--- config.mk ---
export PLATFORM = sky130hd
export DESIGN_NAME = burst_read_sched
export DESIGN_NICKNAME = d
export VERILOG_FILES = /design/src/rtl/burst_read_sched_pkg.sv /design/src/rtl/burst_read_sched.sv
export SDC_FILE = /design/constraint.sdc
export NUM_CORES = 1
export LEC_CHECK = 0
export CAP_MARGIN = 20
export CELL_PAD_IN_SITES_DETAIL_PLACEMENT = 1
export CELL_PAD_IN_SITES_GLOBAL_PLACEMENT = 1
export CORE_MARGIN = 4
export CORE_UTILIZATION = 40
export CTS_CLUSTER_SIZE = 28
export DETAILED_ROUTE_END_ITERATION = 10
export HOLD_SLACK_MARGIN = 0.12
export PLACE_DENSITY_LB_ADDON = 0.1
export SLEW_MARGIN = 10
export SYNTH_ARGS = -nofsm -noshare
export SYNTH_HDL_FRONTEND = slang
export SYNTH_SLANG_ARGS = --single-unit
--- constraint.sdc ---
create_clock -name clk -period 17 [get_ports clk]
set_clock_uncertainty 0.2 [all_clocks]
set_input_delay 1.7 -clock clk [delete_from_list [all_inputs] [get_ports clk]]
set_output_delay 1.7 -clock clk [all_outputs]
set_load 0.005 [all_outputs]
--- src/rtl/burst_read_sched_pkg.sv ---
// Shared definitions for the burst read scheduler: one-hot state encoding
// and default geometry of a burst.
package burst_read_sched_pkg;

    typedef enum logic [5:0] {
        ST_IDLE      = 6'b000001,
        ST_CHECK     = 6'b000010,
        ST_ISSUE     = 6'b000100,
        ST_WAIT_ACK  = 6'b001000,
        ST_WAIT_DONE = 6'b010000,
        ST_FINISH    = 6'b100000
    } state_t;

    localparam int DEF_BURST_COUNT    = 8;
    localparam int DEF_BYTES_PER_WORD = 4;

endpackage

--- src/rtl/burst_read_sched.sv ---
// Burst read scheduler: walks a frame of cfg_length words starting at
// cfg_base, handing the burst read engine one burst at a time (at most
// BURST_COUNT words) once the downstream FIFO can absorb the whole burst.
// Supports frame looping, abort (never cancels an issued burst) and a
// sticky beat-count mismatch flag.
module burst_read_sched
    import burst_read_sched_pkg::*;
#(
    parameter int ADDRESS_WIDTH  = 32,
    parameter int LENGTH_WIDTH   = 24,
    parameter int BURST_COUNT    = DEF_BURST_COUNT,
    parameter int BURST_WIDTH    = 4,
    parameter int BYTES_PER_WORD = DEF_BYTES_PER_WORD,
    parameter int SPACE_WIDTH    = 9
) (
    input  logic                     clk,
    input  logic                     reset,
    input  logic                     cfg_start,
    input  logic [ADDRESS_WIDTH-1:0] cfg_base,
    input  logic [LENGTH_WIDTH-1:0]  cfg_length,
    input  logic                     cfg_continuous,
    input  logic                     cfg_abort,
    input  logic [SPACE_WIDTH-1:0]   fifo_space,
    output logic                     rd_start,
    output logic [ADDRESS_WIDTH-1:0] rd_baseaddress,
    output logic [BURST_WIDTH-1:0]   rd_burstcount,
    input  logic                     rd_busy,
    input  logic                     rd_readdatavalid,
    output logic                     sts_busy,
    output logic                     sts_done,
    output logic                     sts_aborted,
    output logic                     sts_error,
    output logic [15:0]              sts_frame_count
);

    // One extra bit so a misbehaving engine that over-delivers is still
    // seen as a mismatch rather than wrapping back onto the expected count.
    localparam int BEAT_WIDTH = BURST_WIDTH + 1;
    localparam int CMP_WIDTH  = (SPACE_WIDTH > BURST_WIDTH) ? SPACE_WIDTH : BURST_WIDTH;

    state_t                   state_r;
    state_t                   state_next_s;

    logic [ADDRESS_WIDTH-1:0] base_r;
    logic [LENGTH_WIDTH-1:0]  length_r;
    logic [ADDRESS_WIDTH-1:0] addr_r;
    logic [LENGTH_WIDTH-1:0]  remaining_r;
    logic [BEAT_WIDTH-1:0]    beat_cnt_r;

    logic                     rd_start_r;
    logic [ADDRESS_WIDTH-1:0] rd_baseaddress_r;
    logic [BURST_WIDTH-1:0]   rd_burstcount_r;
    logic                     sts_busy_r;
    logic                     sts_done_r;
    logic                     sts_aborted_r;
    logic                     sts_error_r;
    logic [15:0]              sts_frame_count_r;

    logic [BURST_WIDTH-1:0]   size_s;
    logic                     space_ok_s;
    logic [BEAT_WIDTH-1:0]    beat_total_s;
    logic                     accept_start_s;
    logic                     issue_s;
    logic                     burst_end_s;
    logic                     abort_s;
    logic                     enter_finish_s;
    logic                     reload_s;

    assign rd_start        = rd_start_r;
    assign rd_baseaddress  = rd_baseaddress_r;
    assign rd_burstcount   = rd_burstcount_r;
    assign sts_busy        = sts_busy_r;
    assign sts_done        = sts_done_r;
    assign sts_aborted     = sts_aborted_r;
    assign sts_error       = sts_error_r;
    assign sts_frame_count = sts_frame_count_r;

    // Next burst size: a full burst, or the tail of the frame.
    always_comb begin
        if (remaining_r >= LENGTH_WIDTH'(BURST_COUNT)) begin
            size_s = BURST_WIDTH'(BURST_COUNT);
        end else begin
            size_s = remaining_r[BURST_WIDTH-1:0];
        end
    end

    assign space_ok_s = (CMP_WIDTH'(fifo_space) >= CMP_WIDTH'(size_s));

    // A beat arriving together with the busy fall still belongs to this burst.
    assign beat_total_s = beat_cnt_r + BEAT_WIDTH'(rd_readdatavalid);

    // State register.
    always_ff @(posedge clk or posedge reset) begin
        if (reset) begin
            state_r <= ST_IDLE;
        end else begin
            state_r <= state_next_s;
        end
    end

    // Next-state logic and one-cycle event strobes for the datapath.
    always_comb begin
        state_next_s   = state_r;
        accept_start_s = 1'b0;
        issue_s        = 1'b0;
        burst_end_s    = 1'b0;
        abort_s        = 1'b0;
        enter_finish_s = 1'b0;
        reload_s       = 1'b0;
        case (state_r)
            ST_IDLE: begin
                if (cfg_start) begin
                    state_next_s   = ST_CHECK;
                    accept_start_s = 1'b1;
                end else begin
                    state_next_s   = ST_IDLE;
                end
            end
            ST_CHECK: begin
                // Frame end outranks abort; abort outranks the space test.
                if (remaining_r == {LENGTH_WIDTH{1'b0}}) begin
                    state_next_s   = ST_FINISH;
                    enter_finish_s = 1'b1;
                end else if (cfg_abort) begin
                    state_next_s   = ST_IDLE;
                    abort_s        = 1'b1;
                end else if (space_ok_s) begin
                    state_next_s   = ST_ISSUE;
                    issue_s        = 1'b1;
                end else begin
                    state_next_s   = ST_CHECK;
                end
            end
            ST_ISSUE: begin
                state_next_s = ST_WAIT_ACK;
            end
            ST_WAIT_ACK: begin
                if (rd_busy) begin
                    state_next_s = ST_WAIT_DONE;
                end else begin
                    state_next_s = ST_WAIT_ACK;
                end
            end
            ST_WAIT_DONE: begin
                if (!rd_busy) begin
                    burst_end_s = 1'b1;
                    if (cfg_abort) begin
                        state_next_s = ST_IDLE;
                        abort_s      = 1'b1;
                    end else begin
                        state_next_s = ST_CHECK;
                    end
                end else begin
                    state_next_s = ST_WAIT_DONE;
                end
            end
            ST_FINISH: begin
                if (cfg_continuous) begin
                    state_next_s = ST_CHECK;
                    reload_s     = 1'b1;
                end else begin
                    state_next_s = ST_IDLE;
                end
            end
            default: begin
                state_next_s = ST_IDLE;
            end
        endcase
    end

    // Frame walk: captured region plus the running address and word count.
    always_ff @(posedge clk or posedge reset) begin
        if (reset) begin
            base_r      <= {ADDRESS_WIDTH{1'b0}};
            length_r    <= {LENGTH_WIDTH{1'b0}};
            addr_r      <= {ADDRESS_WIDTH{1'b0}};
            remaining_r <= {LENGTH_WIDTH{1'b0}};
        end else if (accept_start_s) begin
            base_r      <= cfg_base;
            length_r    <= cfg_length;
            addr_r      <= cfg_base;
            remaining_r <= cfg_length;
        end else if (reload_s) begin
            addr_r      <= base_r;
            remaining_r <= length_r;
        end else if (burst_end_s) begin
            // Address wraps silently at the top of the address space.
            addr_r      <= addr_r + (ADDRESS_WIDTH'(rd_burstcount_r) * ADDRESS_WIDTH'(BYTES_PER_WORD));
            remaining_r <= remaining_r - LENGTH_WIDTH'(rd_burstcount_r);
        end else begin
            addr_r      <= addr_r;
            remaining_r <= remaining_r;
        end
    end

    // Engine command port: start pulse plus the burst descriptor, held
    // until the next issue.
    always_ff @(posedge clk or posedge reset) begin
        if (reset) begin
            rd_start_r       <= 1'b0;
            rd_baseaddress_r <= {ADDRESS_WIDTH{1'b0}};
            rd_burstcount_r  <= {BURST_WIDTH{1'b0}};
        end else begin
            rd_start_r <= issue_s;
            if (issue_s) begin
                rd_baseaddress_r <= addr_r;
                rd_burstcount_r  <= size_s;
            end else begin
                rd_baseaddress_r <= rd_baseaddress_r;
                rd_burstcount_r  <= rd_burstcount_r;
            end
        end
    end

    // Beat counter: cleared while the start pulse is out, counts while the
    // burst drains.
    always_ff @(posedge clk or posedge reset) begin
        if (reset) begin
            beat_cnt_r <= {BEAT_WIDTH{1'b0}};
        end else if (state_r == ST_ISSUE) begin
            beat_cnt_r <= {BEAT_WIDTH{1'b0}};
        end else if ((state_r == ST_WAIT_DONE) && rd_readdatavalid) begin
            beat_cnt_r <= beat_total_s;
        end else begin
            beat_cnt_r <= beat_cnt_r;
        end
    end

    // Status outputs: busy level, done/abort pulses, sticky error, frame count.
    always_ff @(posedge clk or posedge reset) begin
        if (reset) begin
            sts_busy_r        <= 1'b0;
            sts_done_r        <= 1'b0;
            sts_aborted_r     <= 1'b0;
            sts_error_r       <= 1'b0;
            sts_frame_count_r <= 16'd0;
        end else begin
            sts_busy_r    <= (state_next_s != ST_IDLE);
            sts_done_r    <= enter_finish_s;
            sts_aborted_r <= abort_s;
            if (accept_start_s) begin
                sts_error_r <= 1'b0;
            end else if (burst_end_s && (beat_total_s != BEAT_WIDTH'(rd_burstcount_r))) begin
                sts_error_r <= 1'b1;
            end else begin
                sts_error_r <= sts_error_r;
            end
            if (accept_start_s) begin
                sts_frame_count_r <= 16'd0;
            end else if (enter_finish_s) begin
                sts_frame_count_r <= sts_frame_count_r + 16'd1;
            end else begin
                sts_frame_count_r <= sts_frame_count_r;
            end
        end
    end

endmodule

==> flow_summary.yaml <==
final_layout:
  seq_area_mm2: 0.00451
  syn_to_final_growth_pct: 22.4
  final_cell_mix: "nand2_1 (213), dfrtp_1 (179), clkdlybuf4s50_1 (128), o21ai_0 (47), a21oi_1 (39)"
  fin_cells: 1376
  diodes: 0
  nets: 1167
  layout-drive-gt1-share_pct: 8.43
  n_fill_cell: 2540
  final_common_cell: "nand2_1"
  stdcell_area_mm2: 0.0114
  multi_input_area_mm2: 0.00444
detailed_routing:
  postRouteAntennaNets: 0
  drt_iter0_drc: 411
  drt-total-wl_um: 26800
  wire_per_inst_um: 19.5
  dr_total_vias: 7902
  drc_errors: 0
  firstDrtPassIters: 5
  via_per_inst: 5.74
timing:
  fmax_mhz: 213
  rsz0062_at_grt: "false"
  setup_tns_ps: 0
  setup_viol_count_final: 0
  layout_min_cycle_time_ps: 4690
  slew_violations: 0
  fin_crit_sh_pct: 27.6
  tightest_slew_ps: 1080
  relSlewSlack_pct: 28.0
  finalHoldViolations: 0
clock_tree:
  cts_tree: "done"
  cts_resized: 0
  cts-buffers-inserted: 17
  clkTransAtPathRegs_ps: 70
  cts_setup_buffers: 0
  clock-root-buffer: "clkbuf_16"
  cts.sinks: 180
  clock_latency_ps: 440
  hold_buffers: 0
  cts_max_level: 4
  clockBufferDepth: 2
floorplanning:
  die-width_um: 160
  placementRows: 55
  core_mm2: 0.0227
  pin_count: 129
  chipHeight_um: 160
  die_area_mm2: 0.0257
  initial_utilization_pct: 40.9
global_routing:
  grt_max_degree: 81
  overflow: 0
  antenna_found_initial: 0
  grt_pass1_wl_um: 44500
  grt_usage_pct: 21.2
  first_global_vias: 8290
setup_path:
  reg2reg_from: "remaining_r[12]"
  crit_path_end_kind: "flip-flop"
  regToRegSetupSlack_ps: 12830
  r2r.worst_path.cells: 10
  cp-start-kind: "input port"
  worstReg2RegEnd: "rd_baseaddress[25]"
  cp.arrival_ps: 4800
  cp.required_ps: 17100
  path_class: "input port to flip-flop"
  critPathMaxFanout: 66
placement:
  portBuffers: 128
  dp.cells: 1344
  dp_hpwl_um: 17900
  dpl_cell_area_mm2: 0.0108
  gp_congestion: 0.783
synth:
  synthesis.area_mm2: 0.00928
  synth_area_per_cell_um2: 9.48
  ys_seq_area_share_pct: 48.5
  ys_async_sr_fraction_pct: 100
  synth.net_count: 1068
  yosys_warnings: 0
  synth_cell_type_count: 71
  synth_ff_type: "dfrtp_1"
  synth_cells: 979
  synth_edf_count: 0
  yosys_register_bits: 180
pwr:
  leakage_nw: 5.00
  power.density_mw_per_mm2: 154
  vdd.ir_drop.worst_mv: 0.0802
worst_hold_path:
  holdPathStages: 2
  holdPathEnd: "base_r[27]"
  hold_class: "flip-flop to flip-flop"
  hp-start: "base_r[27]"
flow_run:
  maxCapViolCount: 0
outcome:
  outcome: "complete, no violations"
## sequential cells by signal, indices dropped and copies added (netlist names), 4 cells and up
| signal | cells |
|---|---|
| rd_baseaddress | 32 |
| state_r | 6 |
| addr_r | 32 |
| base_r | 32 |
| sts_frame_count | 16 |
| remaining_r | 24 |
| beat_cnt_r | 5 |
| rd_burstcount | 4 |
| length_r | 24 |
## layer usage
| layer | part of all wire [%] | track usage, % | vias to the layer above |
|---|---|---|---|
| met1 | 48 | 29.2 | 3988 |
| met2 | 48 | 35.1 | 137 |
| met3 | 3.5 | 3.98 | 22 |
| li1 | - | - | 3755 |
| met4 | 1.0 | 4.34 | 0 |
| met5 | 0 | 0 | - |
## final cells by class
| class | instances | area share (%) |
|---|---|---|
| Sequential cell | 180 | 39.6 |
| Multi-Input combinational cell | 716 | 39.0 |
| Timing Repair Buffer | 140 | 12.1 |
| Clock buffer | 22 | 4.00 |
| Tap cell | 285 | 3.14 |
| Clock inverter | 10 | 1.30 |
| Inverter | 23 | 0.804 |
## cell usage after synthesis, drive strengths merged, types with 7 or more instances
cell,instances,area [µm²]
a21oi,39,195
nand4,20,125
buf,25,135
dfrtp,179,4480
o211ai,12,90.1
a22oi,19,143
a222oi,7,70.1
o31ai,13,97.6
nand2,214,803
a31oi,17,106
nor3,23,115
inv,23,86.3
and3,10,62.6
o311ai,7,61.3
xor2,12,105
a22o,12,105
o21ai,47,235
o22ai,8,50.1
nor4,17,113
clkbuf,35,131
nor2,39,149
nand3,36,180
a211oi,7,52.6
mux2,33,465
xnor2,8,70.1
or3,14,92.6
ha,15,188
## metrics by stage
stage          hold WS (ps)  worst slack, ps  power, W  util, %
2_1_floorplan           239            10210   0.00111        -
3_3_place_gp            253            11900   0.00132     47.4
3_5_place_dp            260            11880   0.00135     47.4
4_1_cts                 277            12320   0.00177     50.0
5_1_grt                 306            12100   0.00188     50.0
6_report                272            12310   0.00175     50.0
## report_power, final
part           internal [W]  switching (W)
registers          0.000592       0.000146
logic              0.000287       0.000315
clock network      0.000237       0.000177
## how the worst max path moves through the flow
stage,cells past startpoint,start,endpoint,slack (ps)
after floorplan,1,reset,addr_r[0],10210
after global placement,8,cfg_start,remaining_r[16],11900
after detailed placement,8,cfg_start,remaining_r[16],11880
after CTS,8,cfg_start,remaining_r[16],12320
after global routing,8,cfg_start,remaining_r[16],12100
final,8,cfg_start,remaining_r[16],12310
## worst max-delay path, cell delays in order
cell and delay (ps):
clkdlybuf4s50_1 440, and3b_1 180, and2_4 520, buf_4 650, nor3_2 100, buf_4 310
a222oi_1 310, or3b_2 470
## kinds of logic after synthesis
family | count (synthesis) | synth area share, %
AND/OR/NAND/NOR | 410 | 20.7
AO/OA/AOI/OAI | 232 | 17.2
flip-flops | 180 | 48.5
buffers and inverters | 83 | 3.80
multiplexers | 37 | 5.45
XOR/XNOR | 20 | 1.89
adder cells (fa/ha/maj) | 17 | 2.45
Note: power is estimated with default switching activity, not from simulation.
